==> src/rtl/display_scheduler_if.sv <==
// Bus between the display scheduler and its sources/display decoder.
// The slave modport is the scheduler side; the master modport is the driver side.
interface display_scheduler_if;
  logic [23:0] src_val;
  logic [3:0]  src_en;
  // Request/grant: urgent_req[i] is a one-cycle pulse that latches a pending
  // request; urgent_ack[i] is a one-cycle pulse in the first cycle of the
  // granted slot. Requests are never dropped, only deferred while pinned or
  // while another urgent slot is running.
  logic [3:0]  urgent_req;
  logic        pin_req;
  logic [1:0]  pin_sel;
  logic [5:0]  num_out;
  logic [1:0]  cur_src;
  logic        slot_start;
  logic [3:0]  urgent_ack;
  logic [1:0]  state_dbg;

  modport slave (
    input  src_val, src_en, urgent_req, pin_req, pin_sel,
    output num_out, cur_src, slot_start, urgent_ack, state_dbg
  );

  modport master (
    output src_val, src_en, urgent_req, pin_req, pin_sel,
    input  num_out, cur_src, slot_start, urgent_ack, state_dbg
  );
endinterface

==> src/rtl/display_scheduler.sv <==
// Time-multiplexes four 6-bit sources onto the hex display: round-robin rotation,
// urgent preemption and pin freeze. Define DISP_BLINK_EN to add the blink 'blank' output.
module display_scheduler #(
  parameter int DWELL = 50_000_000,
  parameter int CNT_W = 26
) (
  input  logic clk,
  input  logic rst_n,
  display_scheduler_if.slave bus
`ifdef DISP_BLINK_EN
  ,
  output logic blank
`endif
);

  typedef enum logic [1:0] {IDLE, ROTATE, URGENT, PIN} state_t;

  localparam logic [CNT_W-1:0] LAST = CNT_W'(DWELL - 1);

  state_t           state_q, state_d;
  logic [1:0]       cur_src_q, cur_src_d;
  logic [1:0]       resume_q, resume_d;
  logic [CNT_W-1:0] cnt_q, cnt_d;
  logic [3:0]       pending_q, pending_d;
  logic [3:0]       urgent_ack_q, urgent_ack_d;
  logic             slot_start_q, slot_start_d;
  logic [5:0]       num_out_q, num_out_d;
  logic             grant;
  logic [1:0]       pend_idx;

  // First set bit of mask strictly after 'from', wrapping; 'from' itself is
  // checked last so a lone enabled source restarts on itself.
  function automatic logic [1:0] next_idx(input logic [1:0] from, input logic [3:0] mask);
    logic [1:0] r;
    logic [1:0] j;
    r = from;
    for (int k = 4; k >= 1; k--) begin
      j = from + 2'(k);
      if (mask[j]) r = j;
    end
    return r;
  endfunction

  always_comb begin
    state_d      = state_q;
    cur_src_d    = cur_src_q;
    cnt_d        = cnt_q;
    resume_d     = resume_q;
    slot_start_d = 1'b0;
    urgent_ack_d = '0;
    grant        = 1'b0;
    pend_idx     = next_idx(2'd3, pending_q);

    if (bus.pin_req) begin
      slot_start_d = (state_q != PIN) || (bus.pin_sel != cur_src_q);
      state_d      = PIN;
      cur_src_d    = bus.pin_sel;
      cnt_d        = '0;
    end else begin
      unique case (state_q)
        IDLE: begin
          if (|pending_q) begin
            grant    = 1'b1;
            resume_d = 2'd3;
          end else if (|bus.src_en) begin
            state_d      = ROTATE;
            cur_src_d    = next_idx(2'd3, bus.src_en);
            cnt_d        = '0;
            slot_start_d = 1'b1;
          end
        end
        ROTATE: begin
          if (|pending_q) begin
            grant    = 1'b1;
            resume_d = cur_src_q;
          end else if (bus.src_en == 4'd0) begin
            state_d   = IDLE;
            cur_src_d = 2'd0;
            cnt_d     = '0;
          end else if (!bus.src_en[cur_src_q] || cnt_q == LAST) begin
            cur_src_d    = next_idx(cur_src_q, bus.src_en);
            cnt_d        = '0;
            slot_start_d = 1'b1;
          end else begin
            cnt_d = cnt_q + CNT_W'(1);
          end
        end
        URGENT: begin
          if (cnt_q != LAST) begin
            cnt_d = cnt_q + CNT_W'(1);
          end else if (|pending_q) begin
            grant = 1'b1;
          end else if (|bus.src_en) begin
            state_d      = ROTATE;
            cur_src_d    = next_idx(resume_q, bus.src_en);
            cnt_d        = '0;
            slot_start_d = 1'b1;
          end else begin
            state_d   = IDLE;
            cur_src_d = 2'd0;
            cnt_d     = '0;
          end
        end
        PIN: begin
          if (|pending_q) begin
            grant    = 1'b1;
            resume_d = cur_src_q;
          end else if (|bus.src_en) begin
            // Starting the search one below resumes on the pinned source if enabled.
            state_d      = ROTATE;
            cur_src_d    = next_idx(cur_src_q - 2'd1, bus.src_en);
            cnt_d        = '0;
            slot_start_d = 1'b1;
          end else begin
            state_d   = IDLE;
            cur_src_d = 2'd0;
            cnt_d     = '0;
          end
        end
        default: begin
          state_d   = IDLE;
          cur_src_d = 2'd0;
          cnt_d     = '0;
        end
      endcase

      if (grant) begin
        state_d                = URGENT;
        cur_src_d              = pend_idx;
        cnt_d                  = '0;
        slot_start_d           = 1'b1;
        urgent_ack_d[pend_idx] = 1'b1;
      end
    end

    // A new request on the bit being granted this cycle survives the clear.
    pending_d = (pending_q & ~urgent_ack_d) | bus.urgent_req;
    num_out_d = (state_d == IDLE) ? 6'd0 : bus.src_val[6*int'(cur_src_d) +: 6];
  end

  always_ff @(posedge clk) begin
    if (!rst_n) begin
      state_q      <= IDLE;
      cur_src_q    <= 2'd0;
      resume_q     <= 2'd0;
      cnt_q        <= '0;
      pending_q    <= 4'd0;
      urgent_ack_q <= 4'd0;
      slot_start_q <= 1'b0;
      num_out_q    <= 6'd0;
    end else begin
      state_q      <= state_d;
      cur_src_q    <= cur_src_d;
      resume_q     <= resume_d;
      cnt_q        <= cnt_d;
      pending_q    <= pending_d;
      urgent_ack_q <= urgent_ack_d;
      slot_start_q <= slot_start_d;
      num_out_q    <= num_out_d;
    end
  end

  assign bus.num_out    = num_out_q;
  assign bus.cur_src    = cur_src_q;
  assign bus.slot_start = slot_start_q;
  assign bus.urgent_ack = urgent_ack_q;
  assign bus.state_dbg  = state_q;

`ifdef DISP_BLINK_EN
  localparam logic [CNT_W-1:0] BLINK_LAST = CNT_W'((DWELL >> 3) - 1);

  logic             blank_q, blank_d;
  logic [CNT_W-1:0] blink_cnt_q, blink_cnt_d;

  // Each urgent slot starts unblanked and toggles every DWELL/8 cycles.
  always_comb begin
    blank_d     = 1'b0;
    blink_cnt_d = '0;
    if (state_d == IDLE) begin
      blank_d = 1'b1;
    end else if (state_d == URGENT && !grant) begin
      if (blink_cnt_q == BLINK_LAST) begin
        blank_d = ~blank_q;
      end else begin
        blank_d     = blank_q;
        blink_cnt_d = blink_cnt_q + CNT_W'(1);
      end
    end
  end

  always_ff @(posedge clk) begin
    if (!rst_n) begin
      blank_q     <= 1'b1;
      blink_cnt_q <= '0;
    end else begin
      blank_q     <= blank_d;
      blink_cnt_q <= blink_cnt_d;
    end
  end

  assign blank = blank_q;
`endif

endmodule
==> src/flat_wrapper.sv <==
// flat-port wrapper written by rule: the top's interface ports become plain ports
module display_scheduler_flat 
#(
  parameter int DWELL = 50_000_000,
  parameter int CNT_W = 26
)
  (clk, rst_n, bus_src_val, bus_src_en, bus_urgent_req, bus_pin_req, bus_pin_sel, bus_num_out, bus_cur_src, bus_slot_start, bus_urgent_ack, bus_state_dbg);
  display_scheduler_if bus_i ();
  input  logic clk;
  input  logic rst_n;
  input wire logic [$bits(bus_i.src_val)-1:0] bus_src_val;
  input wire logic [$bits(bus_i.src_en)-1:0] bus_src_en;
  input wire logic [$bits(bus_i.urgent_req)-1:0] bus_urgent_req;
  input wire logic [$bits(bus_i.pin_req)-1:0] bus_pin_req;
  input wire logic [$bits(bus_i.pin_sel)-1:0] bus_pin_sel;
  output wire logic [$bits(bus_i.num_out)-1:0] bus_num_out;
  output wire logic [$bits(bus_i.cur_src)-1:0] bus_cur_src;
  output wire logic [$bits(bus_i.slot_start)-1:0] bus_slot_start;
  output wire logic [$bits(bus_i.urgent_ack)-1:0] bus_urgent_ack;
  output wire logic [$bits(bus_i.state_dbg)-1:0] bus_state_dbg;
  assign bus_i.src_val = bus_src_val;
  assign bus_i.src_en = bus_src_en;
  assign bus_i.urgent_req = bus_urgent_req;
  assign bus_i.pin_req = bus_pin_req;
  assign bus_i.pin_sel = bus_pin_sel;
  assign bus_num_out = bus_i.num_out;
  assign bus_cur_src = bus_i.cur_src;
  assign bus_slot_start = bus_i.slot_start;
  assign bus_urgent_ack = bus_i.urgent_ack;
  assign bus_state_dbg = bus_i.state_dbg;
  display_scheduler #(.DWELL(DWELL), .CNT_W(CNT_W)) u_core (.clk(clk), .rst_n(rst_n), .bus(bus_i));
endmodule
==> config.mk <==
export PLATFORM = sky130hd
export DESIGN_NAME = display_scheduler_flat
export DESIGN_NICKNAME = d
export VERILOG_FILES = /design/src/rtl/display_scheduler_if.sv /design/src/rtl/display_scheduler.sv /design/src/flat_wrapper.sv
export SDC_FILE = /design/constraint.sdc
export NUM_CORES = 1
export LEC_CHECK = 0
export CAP_MARGIN = 20
export CORE_MARGIN = 2
export CORE_UTILIZATION = 45
export DETAILED_ROUTE_END_ITERATION = 16
export PLACE_DENSITY = 0.69
export SYNTH_ARGS = -nofsm -noshare
export SYNTH_HDL_FRONTEND = slang
export SYNTH_SLANG_ARGS = --single-unit
==> constraint.sdc <==
create_clock -name clk -period 3.8 [get_ports clk]
set_input_delay 0.76 -clock clk [delete_from_list [all_inputs] [get_ports clk]]
set_output_delay 0.76 -clock clk [all_outputs]
set_load 0.02 [all_outputs]
==> flow_metrics.env <==
export IMPL_outcome="finished clean"
export IMPL_postSynth_asyncResetShare=0
export IMPL_ioPinCount=52
export IMPL_synth_edff_count=0
export IMPL_postSynthRegisterBits=47
export IMPL_yosys_warnings=0
export IMPL_timing_critical_path_to_type="register"
export IMPL_std_cell_rows=30
export IMPL_worst_slew_pin_slew_ns=0.763
export IMPL_final_nets=494
export IMPL_grt_overflow=0
export IMPL_worstSetupStartpointType="input pin"
export IMPL_path_class="in -> reg"
export IMPL_utilization=0.564
export IMPL_maxSlewHeadroom=0.491
export IMPL_max_cap_violations=0
export IMPL_numClockSinks=47
export IMPL_die_area_mm2=0.00772
export IMPL_cts_tree="built"
export IMPL_clock_tree_buffer_depth=2
export IMPL_final_max_slew_violation_count=0
export IMPL_power_switching_w=0.000416
export IMPL_final_setup_viol_count=0
export IMPL_synth_top_flop_cell="sky130_fd_sc_hd__dfxtp_1"
export IMPL_syn2layout_area_growth_pct=21.1
export IMPL_hold_path_class="reg -> reg"
export IMPL_highest_attainable_clock_frequency_ghz=0.322
export IMPL_vias=3283
export IMPL_placed_area_mm2=0.00371
export IMPL_floorplan_die_height_um=87.9
export IMPL_post_synth_num_cell_types=69
export IMPL_clk_transition_reported_paths_ns=0.09
export IMPL_io_buffers=51
export IMPL_fin_tns_setup_ns=0
export IMPL_power_density_mw_per_mm2=338
export IMPL_clock_power_share=0.281
export IMPL_cts_inserted_buffers=5
export IMPL_grt_first_pass_wirelength_um=14600
export IMPL_cts_htree_levels=2
export IMPL_worstPathArrival_ns=3.29
export IMPL_clock_skew_ns=0.00463
export IMPL_power_static_leakage_nw=1.35
export IMPL_antenna_found_initial=0
export IMPL_post_cts_repair_setup_buffers=0
export IMPL_internal_power_w=0.000881
export IMPL_vias_per_cell=6.00
export IMPL_detail_route_first_pass_iterations=5
export IMPL_largest_net_degree_at_the_start_of_global_routing=26
export IMPL_ctsRootBufferMaster="sky130_fd_sc_hd__clkbuf_8"
export IMPL_diodes=0
export IMPL_min_period_ns=3.10
export IMPL_initial_core_util=0.466
export IMPL_share_seq_of_total_power=0.417
export IMPL_final_antenna_net_count=0
export IMPL_vias_in_the_first_global_route=2968
export IMPL_dp_final_hpwl_um=6140
export IMPL_global_route_usage_total=0.232
export IMPL_drive_above_1_share=0.0776
export IMPL_die_width_um=87.9
export IMPL_netlist_instances=411
export IMPL_drt_wl_total_um=8580
export IMPL_syn_area_mm2=0.00316
export IMPL_required_time_of_the_critical_path_ns=3.98
export IMPL_count_of_unresolved_drc_violations_after_routing=0
export IMPL_postLayoutCellArea_mm2=0.00383
export IMPL_routed_wire_length_per_instance_um=15.7
export IMPL_filler_cell_count=640
export IMPL_drt_iter0_drc=413
export IMPL_gp_routability_congestion=0.995
export IMPL_clock_insertion_delay_worst_skew_ns=0.30
export IMPL_sequential_area_share_after_synthesis=0.297
export IMPL_post_route_period_util=0.816
export IMPL_crit_path_max_fanout=13
export IMPL_sw_frac_of_total=0.321
export IMPL_core_area_mm2=0.00679
export IMPL_worst_hold_slack_across_all_endpoints_ns=0.518
export IMPL_grt_setup_unrepaired="no"
export IMPL_cts_hold_buffers=0
export IMPL_p_total_w=0.00130
export IMPL_comb_power_share=0.302
export IMPL_synth_avg_cell_area_um2=7.70
export IMPL_cts_resized_gates=0
export IMPL_finalHoldViolations=0
export IMPL_vdd_ir_drop_max_mv=0.218
export IMPL_syn_num_nets=454
## path summary, 6_finish.rpt
| path | startpoint | endpoint | slack (ns) | cells past startpoint |
|---|---|---|---|---|
| hold reg to reg | u_core.cnt_q[3] | u_core.cnt_q[3] | 0.52 | 2 |
| setup reg to reg | u_core.cnt_q[0] | u_core.bus.num_out[4] | 0.78 | 10 |
| hold / removal | u_core.cnt_q[3] | u_core.cnt_q[3] | 0.52 | 2 |
| setup / recovery | bus_src_en[2] | u_core.bus.num_out[4] | 0.70 | 10 |
## power groups by stage
stage | clock [W] | sequential [W] | combinational (W)
2_1_floorplan | 0 | 0.000561 | 0.000243
4_1_cts | 0.000373 | 0.000541 | 0.000385
3_5_place_dp | 0 | 0.000552 | 0.000382
3_3_place_gp | 0 | 0.000551 | 0.000379
6_report | 0.000365 | 0.000541 | 0.000391
5_1_grt | 0.000390 | 0.000546 | 0.000426
## worst max-delay path, stage by stage
cell,delay (ns)
sky130_fd_sc_hd__clkdlybuf4s50_1,0.56
sky130_fd_sc_hd__nor2_1,0.43
sky130_fd_sc_hd__a21oi_2,0.22
sky130_fd_sc_hd__o211ai_1,0.14
sky130_fd_sc_hd__o21ai_0,0.09
sky130_fd_sc_hd__a31o_2,0.24
sky130_fd_sc_hd__o31ai_4,0.21
sky130_fd_sc_hd__buf_4,0.27
sky130_fd_sc_hd__mux2i_1,0.25
sky130_fd_sc_hd__o22ai_1,0.11
## synth_stat cells (6+ instances only)
| cell | count | area, µm² |
|---|---|---|
| sky130_fd_sc_hd__a21oi_1 | 28 | 140 |
| sky130_fd_sc_hd__a22oi_1 | 11 | 82.6 |
| sky130_fd_sc_hd__a31oi_1 | 9 | 56.3 |
| sky130_fd_sc_hd__and3_1 | 6 | 37.5 |
| sky130_fd_sc_hd__clkbuf_1 | 15 | 56.3 |
| sky130_fd_sc_hd__dfxtp_1 | 47 | 941 |
| sky130_fd_sc_hd__ha_1 | 6 | 75.1 |
| sky130_fd_sc_hd__inv_1 | 15 | 56.3 |
| sky130_fd_sc_hd__mux2i_1 | 13 | 130 |
| sky130_fd_sc_hd__nand2_1 | 29 | 109 |
| sky130_fd_sc_hd__nand2b_1 | 6 | 37.5 |
| sky130_fd_sc_hd__nand3_1 | 18 | 90.1 |
| sky130_fd_sc_hd__nor2_1 | 50 | 188 |
| sky130_fd_sc_hd__nor2b_1 | 6 | 37.5 |
| sky130_fd_sc_hd__nor3_1 | 17 | 85.1 |
| sky130_fd_sc_hd__o21ai_0 | 30 | 150 |
| sky130_fd_sc_hd__o22ai_1 | 10 | 62.6 |
| sky130_fd_sc_hd__o31ai_1 | 7 | 52.6 |
## routing by layer
| layer | track usage | vias to the layer above | share of wire | wire length (µm) |
|---|---|---|---|---|
| met2 | 0.364 | 138 | 0.45 | 3870 |
| met5 | 0 | - | 0 | 0 |
| li1 | - | 1612 | - | - |
| met1 | 0.321 | 1523 | 0.45 | 3890 |
| met3 | 0.0584 | 10 | 0.082 | 702 |
| met4 | 0.0573 | 0 | 0.015 | 127 |
## layout by cell type (no fill, tap or decap), drive strengths merged, types with 2 or more instances in the layout
master and instances:
o311ai 2, a41oi 5, o31ai 8, a31o 2, nor4 2, dfxtp 47, nor2b 6, inv 15
and3 6, nor3 17, a211oi 4, o22ai 11, o211ai 3, and4 4, nor4b 3, nand4 6
and2 6, nand3b 3, o21ai 33, o311a 2, a221oi 3, a21o 2, nand2 29, xnor2 2
a22oi 12, nand2b 6, a31oi 9, o21a 2, ha 6, clkbuf 6, nand3 18, buf 7
o221a 2, nor2 52, a21oi 30, mux2i 13, clkdlybuf4s50 51
## through the flow
step	worst slack (ns)	cells
2_1_floorplan	1.06	411
3_3_place_gp	0.544	539
3_5_place_dp	0.450	539
4_1_cts	0.746	546
5_1_grt	0.542	547
6_report	0.697	547
## cell families after synthesis
group,after synthesis,share of synthesized area
simple gates,163,0.263
compound gates,137,0.297
flops,47,0.297
fa+ha+maj,6,0.0237
buf+inv,40,0.0585
mux,15,0.0518
xor+xnor,3,0.00831
## layout make-up
cell class                 instances  area, µm²  area share
clock buffer                       6       72.6      0.0189
multi-input combinational        324       2040       0.533
tap                               96        120      0.0313
clock inverter                     1       30.0     0.00784
timing repair buffer              58        571       0.149
inverter                          15       56.3      0.0147
sequential                        47        941       0.246
## state kept, by name, summed over array words and instances, names as in the netlist
signal                 count
u_core.cnt_q              26
u_core.bus.urgent_ack      4
u_core.resume_q            2
u_core.bus.slot_start      1
u_core.bus.num_out         6
u_core.pending_q           4
u_core.bus.state_dbg       2
u_core.bus.cur_src         2
(Power assumes the default switching activity.)
